$ cat src/rtl/intl_pkg.sv
// Shared definitions for the interlock fault manager: FSM encoding, size defaults
// and the bit position of each interlock source in the flag vector.
package intl_pkg;

    localparam int N_SRC_DEF = 8;
    localparam int CNT_W_DEF = 16;

    typedef enum logic [1:0] {
        ST_NORMAL  = 2'd0,
        ST_TRIPPED = 2'd1,
        ST_CLEAR   = 2'd2
    } intl_state_e;

    localparam int SRC_OSC   = 0;
    localparam int SRC_OC    = 1;
    localparam int SRC_OV    = 2;
    localparam int SRC_UV    = 3;
    localparam int SRC_OT    = 4;
    localparam int SRC_GF    = 5;
    localparam int SRC_DESAT = 6;
    localparam int SRC_EXT   = 7;

endpackage

$ cat src/rtl/intl_debounce.sv
// One interlock source: saturating run-length counter of unmasked high samples,
// qualifying the source once the run has lasted D extra samples.
module intl_debounce
    import intl_pkg::*;
#(
    parameter int CNT_W = CNT_W_DEF
) (
    input  logic             i_clk,
    input  logic             i_rst,
    input  logic             i_flag,
    input  logic             i_mask,
    input  logic [CNT_W-1:0] i_debounce,
    output logic             o_active,
    output logic             o_qual
);

    localparam logic [CNT_W-1:0] CNT_ONE = {{(CNT_W-1){1'b0}}, 1'b1};

    logic             w_active;
    logic [CNT_W-1:0] r_cnt;

    assign w_active = i_flag & ~i_mask;

    // Run-length counter; any masked or low sample restarts the run
    always_ff @(posedge i_clk or posedge i_rst) begin
        if (i_rst) begin
            r_cnt <= '0;
        end else if (!w_active) begin
            r_cnt <= '0;
        end else if (r_cnt != '1) begin
            r_cnt <= r_cnt + CNT_ONE;
        end else begin
            r_cnt <= r_cnt;
        end
    end

    assign o_active = w_active;
    assign o_qual   = w_active & (r_cnt >= i_debounce);

endmodule

$ cat src/rtl/intl_fault_mgr.sv
// Interlock fault manager: debounces N_SRC fault flags, latches them on trip,
// gates the power-stage permissive and runs the operator clear handshake.
module intl_fault_mgr
    import intl_pkg::*;
#(
    parameter int N_SRC = N_SRC_DEF,
    parameter int CNT_W = CNT_W_DEF
) (
    input  logic             i_clk,
    input  logic             i_rst,
    input  logic [N_SRC-1:0] i_flag,
    input  logic [N_SRC-1:0] i_mask,
    input  logic [CNT_W-1:0] i_debounce,
    input  logic [CNT_W-1:0] i_clr_time,
    input  logic             i_clr,
    input  logic             i_en_req,
    output logic [N_SRC-1:0] o_fault_latched,
    output logic [N_SRC-1:0] o_first_fault,
    output logic             o_intl,
    output logic             o_out_en,
    output logic             o_src_clr,
    output logic [1:0]       o_state,
    output logic [CNT_W-1:0] o_trip_cnt
);

    localparam logic [CNT_W-1:0] CNT_ONE = {{(CNT_W-1){1'b0}}, 1'b1};

    logic [N_SRC-1:0] w_qual;
    logic [N_SRC-1:0] w_active;
    logic             w_any_qual;

    intl_state_e      r_state;
    logic [N_SRC-1:0] r_latched;
    logic [N_SRC-1:0] r_first;
    logic             r_intl;
    logic             r_out_en;
    logic             r_src_clr;
    logic [CNT_W-1:0] r_clr_cnt;
    logic [CNT_W-1:0] r_trip_cnt;

    intl_state_e      w_state_nxt;
    logic [N_SRC-1:0] w_latched_nxt;
    logic [N_SRC-1:0] w_first_nxt;
    logic             w_intl_nxt;
    logic             w_out_en_nxt;
    logic             w_src_clr_nxt;
    logic [CNT_W-1:0] w_clr_cnt_nxt;
    logic [CNT_W-1:0] w_trip_cnt_nxt;

    genvar g;
    generate
        for (g = 0; g < N_SRC; g++) begin : g_src
            intl_debounce #(
                .CNT_W(CNT_W)
            ) u_debounce (
                .i_clk     (i_clk),
                .i_rst     (i_rst),
                .i_flag    (i_flag[g]),
                .i_mask    (i_mask[g]),
                .i_debounce(i_debounce),
                .o_active  (w_active[g]),
                .o_qual    (w_qual[g])
            );
        end
    endgenerate

    assign w_any_qual = |w_qual;

    // Next-state and next-output decode for the trip / clear sequence
    always_comb begin
        w_state_nxt    = r_state;
        w_latched_nxt  = r_latched;
        w_first_nxt    = r_first;
        w_intl_nxt     = r_intl;
        w_src_clr_nxt  = 1'b0;
        w_clr_cnt_nxt  = r_clr_cnt;
        w_trip_cnt_nxt = r_trip_cnt;
        w_out_en_nxt   = i_en_req & (r_state == ST_NORMAL) & ~w_any_qual;

        case (r_state)
            ST_NORMAL: begin
                // A coincident i_clr is meaningless here, so qualification wins
                if (w_any_qual) begin
                    w_state_nxt   = ST_TRIPPED;
                    w_latched_nxt = w_qual;
                    w_first_nxt   = w_qual;
                    w_intl_nxt    = 1'b1;
                    if (r_trip_cnt != '1) begin
                        w_trip_cnt_nxt = r_trip_cnt + CNT_ONE;
                    end else begin
                        w_trip_cnt_nxt = r_trip_cnt;
                    end
                end else begin
                    w_state_nxt = ST_NORMAL;
                end
            end
            ST_TRIPPED: begin
                w_latched_nxt = r_latched | w_qual;
                if (i_clr) begin
                    w_state_nxt   = ST_CLEAR;
                    w_clr_cnt_nxt = '0;
                    w_src_clr_nxt = 1'b1;
                end else begin
                    w_state_nxt = ST_TRIPPED;
                end
            end
            ST_CLEAR: begin
                if (r_clr_cnt == i_clr_time) begin
                    if (w_active == '0) begin
                        w_state_nxt   = ST_NORMAL;
                        w_latched_nxt = '0;
                        w_first_nxt   = '0;
                        w_intl_nxt    = 1'b0;
                    end else begin
                        w_state_nxt = ST_TRIPPED;
                    end
                end else begin
                    w_state_nxt   = ST_CLEAR;
                    w_clr_cnt_nxt = r_clr_cnt + CNT_ONE;
                    w_src_clr_nxt = 1'b1;
                end
            end
            default: begin
                w_state_nxt   = ST_NORMAL;
                w_latched_nxt = '0;
                w_first_nxt   = '0;
                w_intl_nxt    = 1'b0;
                w_clr_cnt_nxt = '0;
            end
        endcase
    end

    // State and output registers
    always_ff @(posedge i_clk or posedge i_rst) begin
        if (i_rst) begin
            r_state    <= ST_NORMAL;
            r_latched  <= '0;
            r_first    <= '0;
            r_intl     <= 1'b0;
            r_out_en   <= 1'b0;
            r_src_clr  <= 1'b0;
            r_clr_cnt  <= '0;
            r_trip_cnt <= '0;
        end else begin
            r_state    <= w_state_nxt;
            r_latched  <= w_latched_nxt;
            r_first    <= w_first_nxt;
            r_intl     <= w_intl_nxt;
            r_out_en   <= w_out_en_nxt;
            r_src_clr  <= w_src_clr_nxt;
            r_clr_cnt  <= w_clr_cnt_nxt;
            r_trip_cnt <= w_trip_cnt_nxt;
        end
    end

    assign o_fault_latched = r_latched;
    assign o_first_fault   = r_first;
    assign o_intl          = r_intl;
    assign o_out_en        = r_out_en;
    assign o_src_clr       = r_src_clr;
    assign o_state         = r_state;
    assign o_trip_cnt      = r_trip_cnt;

endmodule

$ cat config.mk
export PLATFORM = sky130hd
export DESIGN_NAME = intl_fault_mgr
export DESIGN_NICKNAME = d
export VERILOG_FILES = /design/src/rtl/intl_pkg.sv /design/src/rtl/intl_debounce.sv /design/src/rtl/intl_fault_mgr.sv
export SDC_FILE = /design/constraint.sdc
export NUM_CORES = 1
export LEC_CHECK = 0
export ABC_CLOCK_PERIOD_IN_PS = 8700
export CAP_MARGIN = 20
export CORE_MARGIN = 2
export CORE_UTILIZATION = 56
export DETAILED_ROUTE_END_ITERATION = 7
export PLACE_DENSITY = 0.73
export REMOVE_ABC_BUFFERS = 1
export SLEW_MARGIN = 15
export SYNTH_ARGS = -nofsm -noshare
export SYNTH_HDL_FRONTEND = slang
export SYNTH_SLANG_ARGS = --single-unit
$ cat constraint.sdc
create_clock -name i_clk -period 8.7 [get_ports i_clk]
set_input_delay 1.74 -clock i_clk [delete_from_list [all_inputs] [get_ports i_clk]]
set_output_delay 1.74 -clock i_clk [all_outputs]
set_load 0.02 [all_outputs]
==> results.md <==
- Status: completed
- Sw power: 0.000581 W
- Critical path type: in -> reg
- Grt ovf: 0
- Number of synthesized register bits: 181
- Diodes inserted: 0
- CP Buf/Inv Count: 1
- Gate count of the mapped netlist: 1267
- Most frequent cells in the layout: 181 x dfrtp_1, 153 x nor2_1, 142 x ha_1
- Routed WL: 27.8 mm
- Worst EP arrival: 5.57 ns
- I/O pin count: 89
- Die width: 149 um
- Max_cap viols: 0
- Pin count of the biggest net entering global routing: 113
- Fillcell total: 1757
- Clk Latency, worst-skew pair: 0.45 ns
- Tcrit/Tclk final: 60.1%
- Leakage power: 6.22 nW
- Initial antenna violation count: 0
- Via count: 9547
- Layout cells sized above 1: 4.39%
- FP Rows: 53
- RSZ-0062 raised after global routing: false
- Clk buf depth: 2
- Core area: 0.0208 mm^2
- Synthesized area: 0.0118 mm^2
- HP Class: reg -> reg
- Hold WS: 0.502 ns
- Clock period minus worst slack: 5.23 ns
- Top cell family by delay on the critical path: simple AND/OR/NAND/NOR gates
- Hold Buf Count CTS: 0
- Post-route ant nets: 0
- Vias in the first global route: 9210
- Synth area leader: dfrtp_1
- Wire per inst: 16.9 um
- # setup viols final: 0
- Post-synth ARST share: 100%
- Commonest non-fill, non-tap cell in the layout: dfrtp_1
- CTS resizes: 0
- CTS Root Buffer Type: clkbuf_16
- TritonCTS clock tree: yes
- Iteration-0 DRC Markers: 653
- Synth area leaders: dfrtp_1 38%, ha_1 15%, xor2_1 6.2%
- GRT Resource Usage Total: 25.9%
- Setup bufs post-CTS: 0
- Final count of pins violating max slew: 0
- Drt drc: 0
- Number of flops mapped to enable cells by yosys: 0
- Fmax: 191 MHz
- Sequential share of power: 46.1%
- Peak supply drop: 0.125 mV
- Nets@finish: 1547
- TritonCTS Sinks: 181
- Reg clk slew, reported paths: 0.08 ns
- Multi-input logic area: 0.00696 mm^2
- Total CTS buffers: 17
- Clock power share: 38.9%
- Mean area per synthesized cell: 9.31 um^2
- CP max stage delay: 0.85 ns
- DP HPWL: 19.6 mm
- Synth unique cells: 65
- PortBufs: 88
- Combinational Power Share: 15.0%
- Final Hold Viols: 0
- Critical Path, Cell by Cell: clkdlybuf4s50_1, ha_1, nand2b_1, a2111oi_0, o31ai_1, a31oi_1, nand4_1, nand4b_4, nand3_2, mux2_4
- Setup TNS: 0 ns
- Storage element area: 0.00453 mm^2
- Yosys warning total: 0
- H-tree depth: 4
- Critical path endpoint category: register
- Worst Tran Pin Value: 1.06 ns
- Crit-path max FO: 36
- P&R area growth vs syn: 14.6%
- DR pass1 iterations: 5
- GPL Wtd Cong: 0.833
- First-pass GRT wire length: 45.8 mm
- Critical path required time: 9.04 ns
- Internal power: 0.00136 W
- Die area: 0.0222 mm^2
- Critical path startpoint category: input port
- Initial Util: 56.6%
- Register area share after synthesis: 38.4%
- Power density over cell area: 144 mW/mm^2
- Synth Flop Type: dfrtp_1
- Vias/cell: 5.82
- CP max stage cell: clkdlybuf4s50_1
- Sw frac: 29.9%
- Slew margin rel.: 29.3%
- Die H: 149 um
- Yosys top cell area share: 38.4%
- Worst clock skew: 0.0137 ns
-- path summary, 6_finish.rpt --
path                       depth (start not counted)                           end  slack [ns]                    startpoint
max                                               10                 o_trip_cnt[1]        3.47                 i_debounce[0]
max reg2reg                                       10                 o_trip_cnt[1]        5.20  g_src[0].u_debounce.r_cnt[0]
min reg2reg                                        1                 o_trip_cnt[3]        0.50                 o_trip_cnt[3]
max in group asynchronous                          3  g_src[1].u_debounce.r_cnt[9]        5.72                         i_rst
min                                                1                 o_trip_cnt[3]        0.50                 o_trip_cnt[3]
min in group asynchronous                          2                  r_clr_cnt[1]        1.68                         i_rst
-- through the flow --
step / instances / cell area [um^2] / util, % / power (W) / setup WS [ns]
after global routing: 1641 / 13500 / 64.9 / 0.00202 / 3.29
after CTS: 1640 / 13500 / 64.8 / 0.00195 / 3.49
after global placement: 1608 / 12900 / 62.1 / 0.00119 / 3.18
after floorplan: 1240 / 11700 / - / 0.00107 / 2.04
final: 1641 / 13500 / 64.9 / 0.00194 / 3.47
after detailed placement: 1608 / 12900 / 62.1 / 0.00120 / 3.06
-- Yosys cell counts, types with 3 or more instances --
cell / n
nand4_1: 55
buf_6: 3
clkbuf_1: 17
nand2_1: 105
or3_1: 17
nor2_1: 153
dfrtp_1: 181
xnor2_1: 45
xor2_1: 84
o21a_1: 6
a311oi_2: 8
nor2b_1: 18
a21o_1: 9
nor3_1: 29
a31oi_1: 12
mux2i_1: 8
and4_1: 8
a2111oi_0: 3
and3_1: 44
inv_1: 45
a211oi_1: 4
ha_1: 142
o221ai_1: 6
nand3_1: 63
nand2b_1: 18
nand3b_1: 3
and2_1: 6
buf_2: 6
nor4_1: 9
o21ai_0: 42
a21oi_1: 77
-- cells by family after synthesis --
group | Yosys count | share of synthesized area [%]
buf+inv | 72 | 2.55
flops | 181 | 38.4
simple gates | 542 | 23.0
compound gates | 192 | 10.6
mux | 9 | 0.806
fa+ha+maj | 142 | 15.1
xor+xnor | 129 | 9.58
-- power groups by stage --
stage          sequential, W  clock (W)  combinational, W
2_1_floorplan       0.000927          0          0.000146
3_3_place_gp        0.000911          0          0.000283
3_5_place_dp        0.000911          0          0.000290
4_1_cts             0.000895   0.000764          0.000291
5_1_grt             0.000899   0.000800          0.000322
6_report            0.000895   0.000755          0.000292
-- flip-flops by register name (all words and copies together), names as in the netlist --
signal and cells:
o_src_clr 1, o_state 2, g_src.u_debounce.r_cnt 128, o_fault_latched 8, o_first_fault 8, o_trip_cnt 16, o_out_en 1, o_intl 1
r_clr_cnt 16
-- worst register-to-register path: stages, from the launching register on --
cell       delay, ns
dfrtp_1         0.41
inv_1           0.07
ha_1            0.26
nand2b_1        0.15
a2111oi_0       0.47
o31ai_1         0.17
a31oi_1         0.50
nand4_1         0.18
nand4b_4        0.57
nand3_2         0.30
mux2_4          0.31
-- metal layers --
layer / vias to the layer above / global-route usage, % / share of wire [%]
met2: 166 / 43.8 / 49
met1: 4642 / 34.7 / 46
met3: 39 / 3.82 / 3.5
met5: - / 0 / 0
met4: 0 / 7.81 / 1.7
li1: 4700 / - / -
-- cell type report --
type                    count  area share [%]
clock buffers              18            3.17
clock inverters            14           0.990
inverters                  45            1.29
multi-input cells        1014            51.5
flip-flops and latches    181            33.5
well taps                 275            2.55
repair buffers             94            7.00
(Power assumes the default switching activity.)
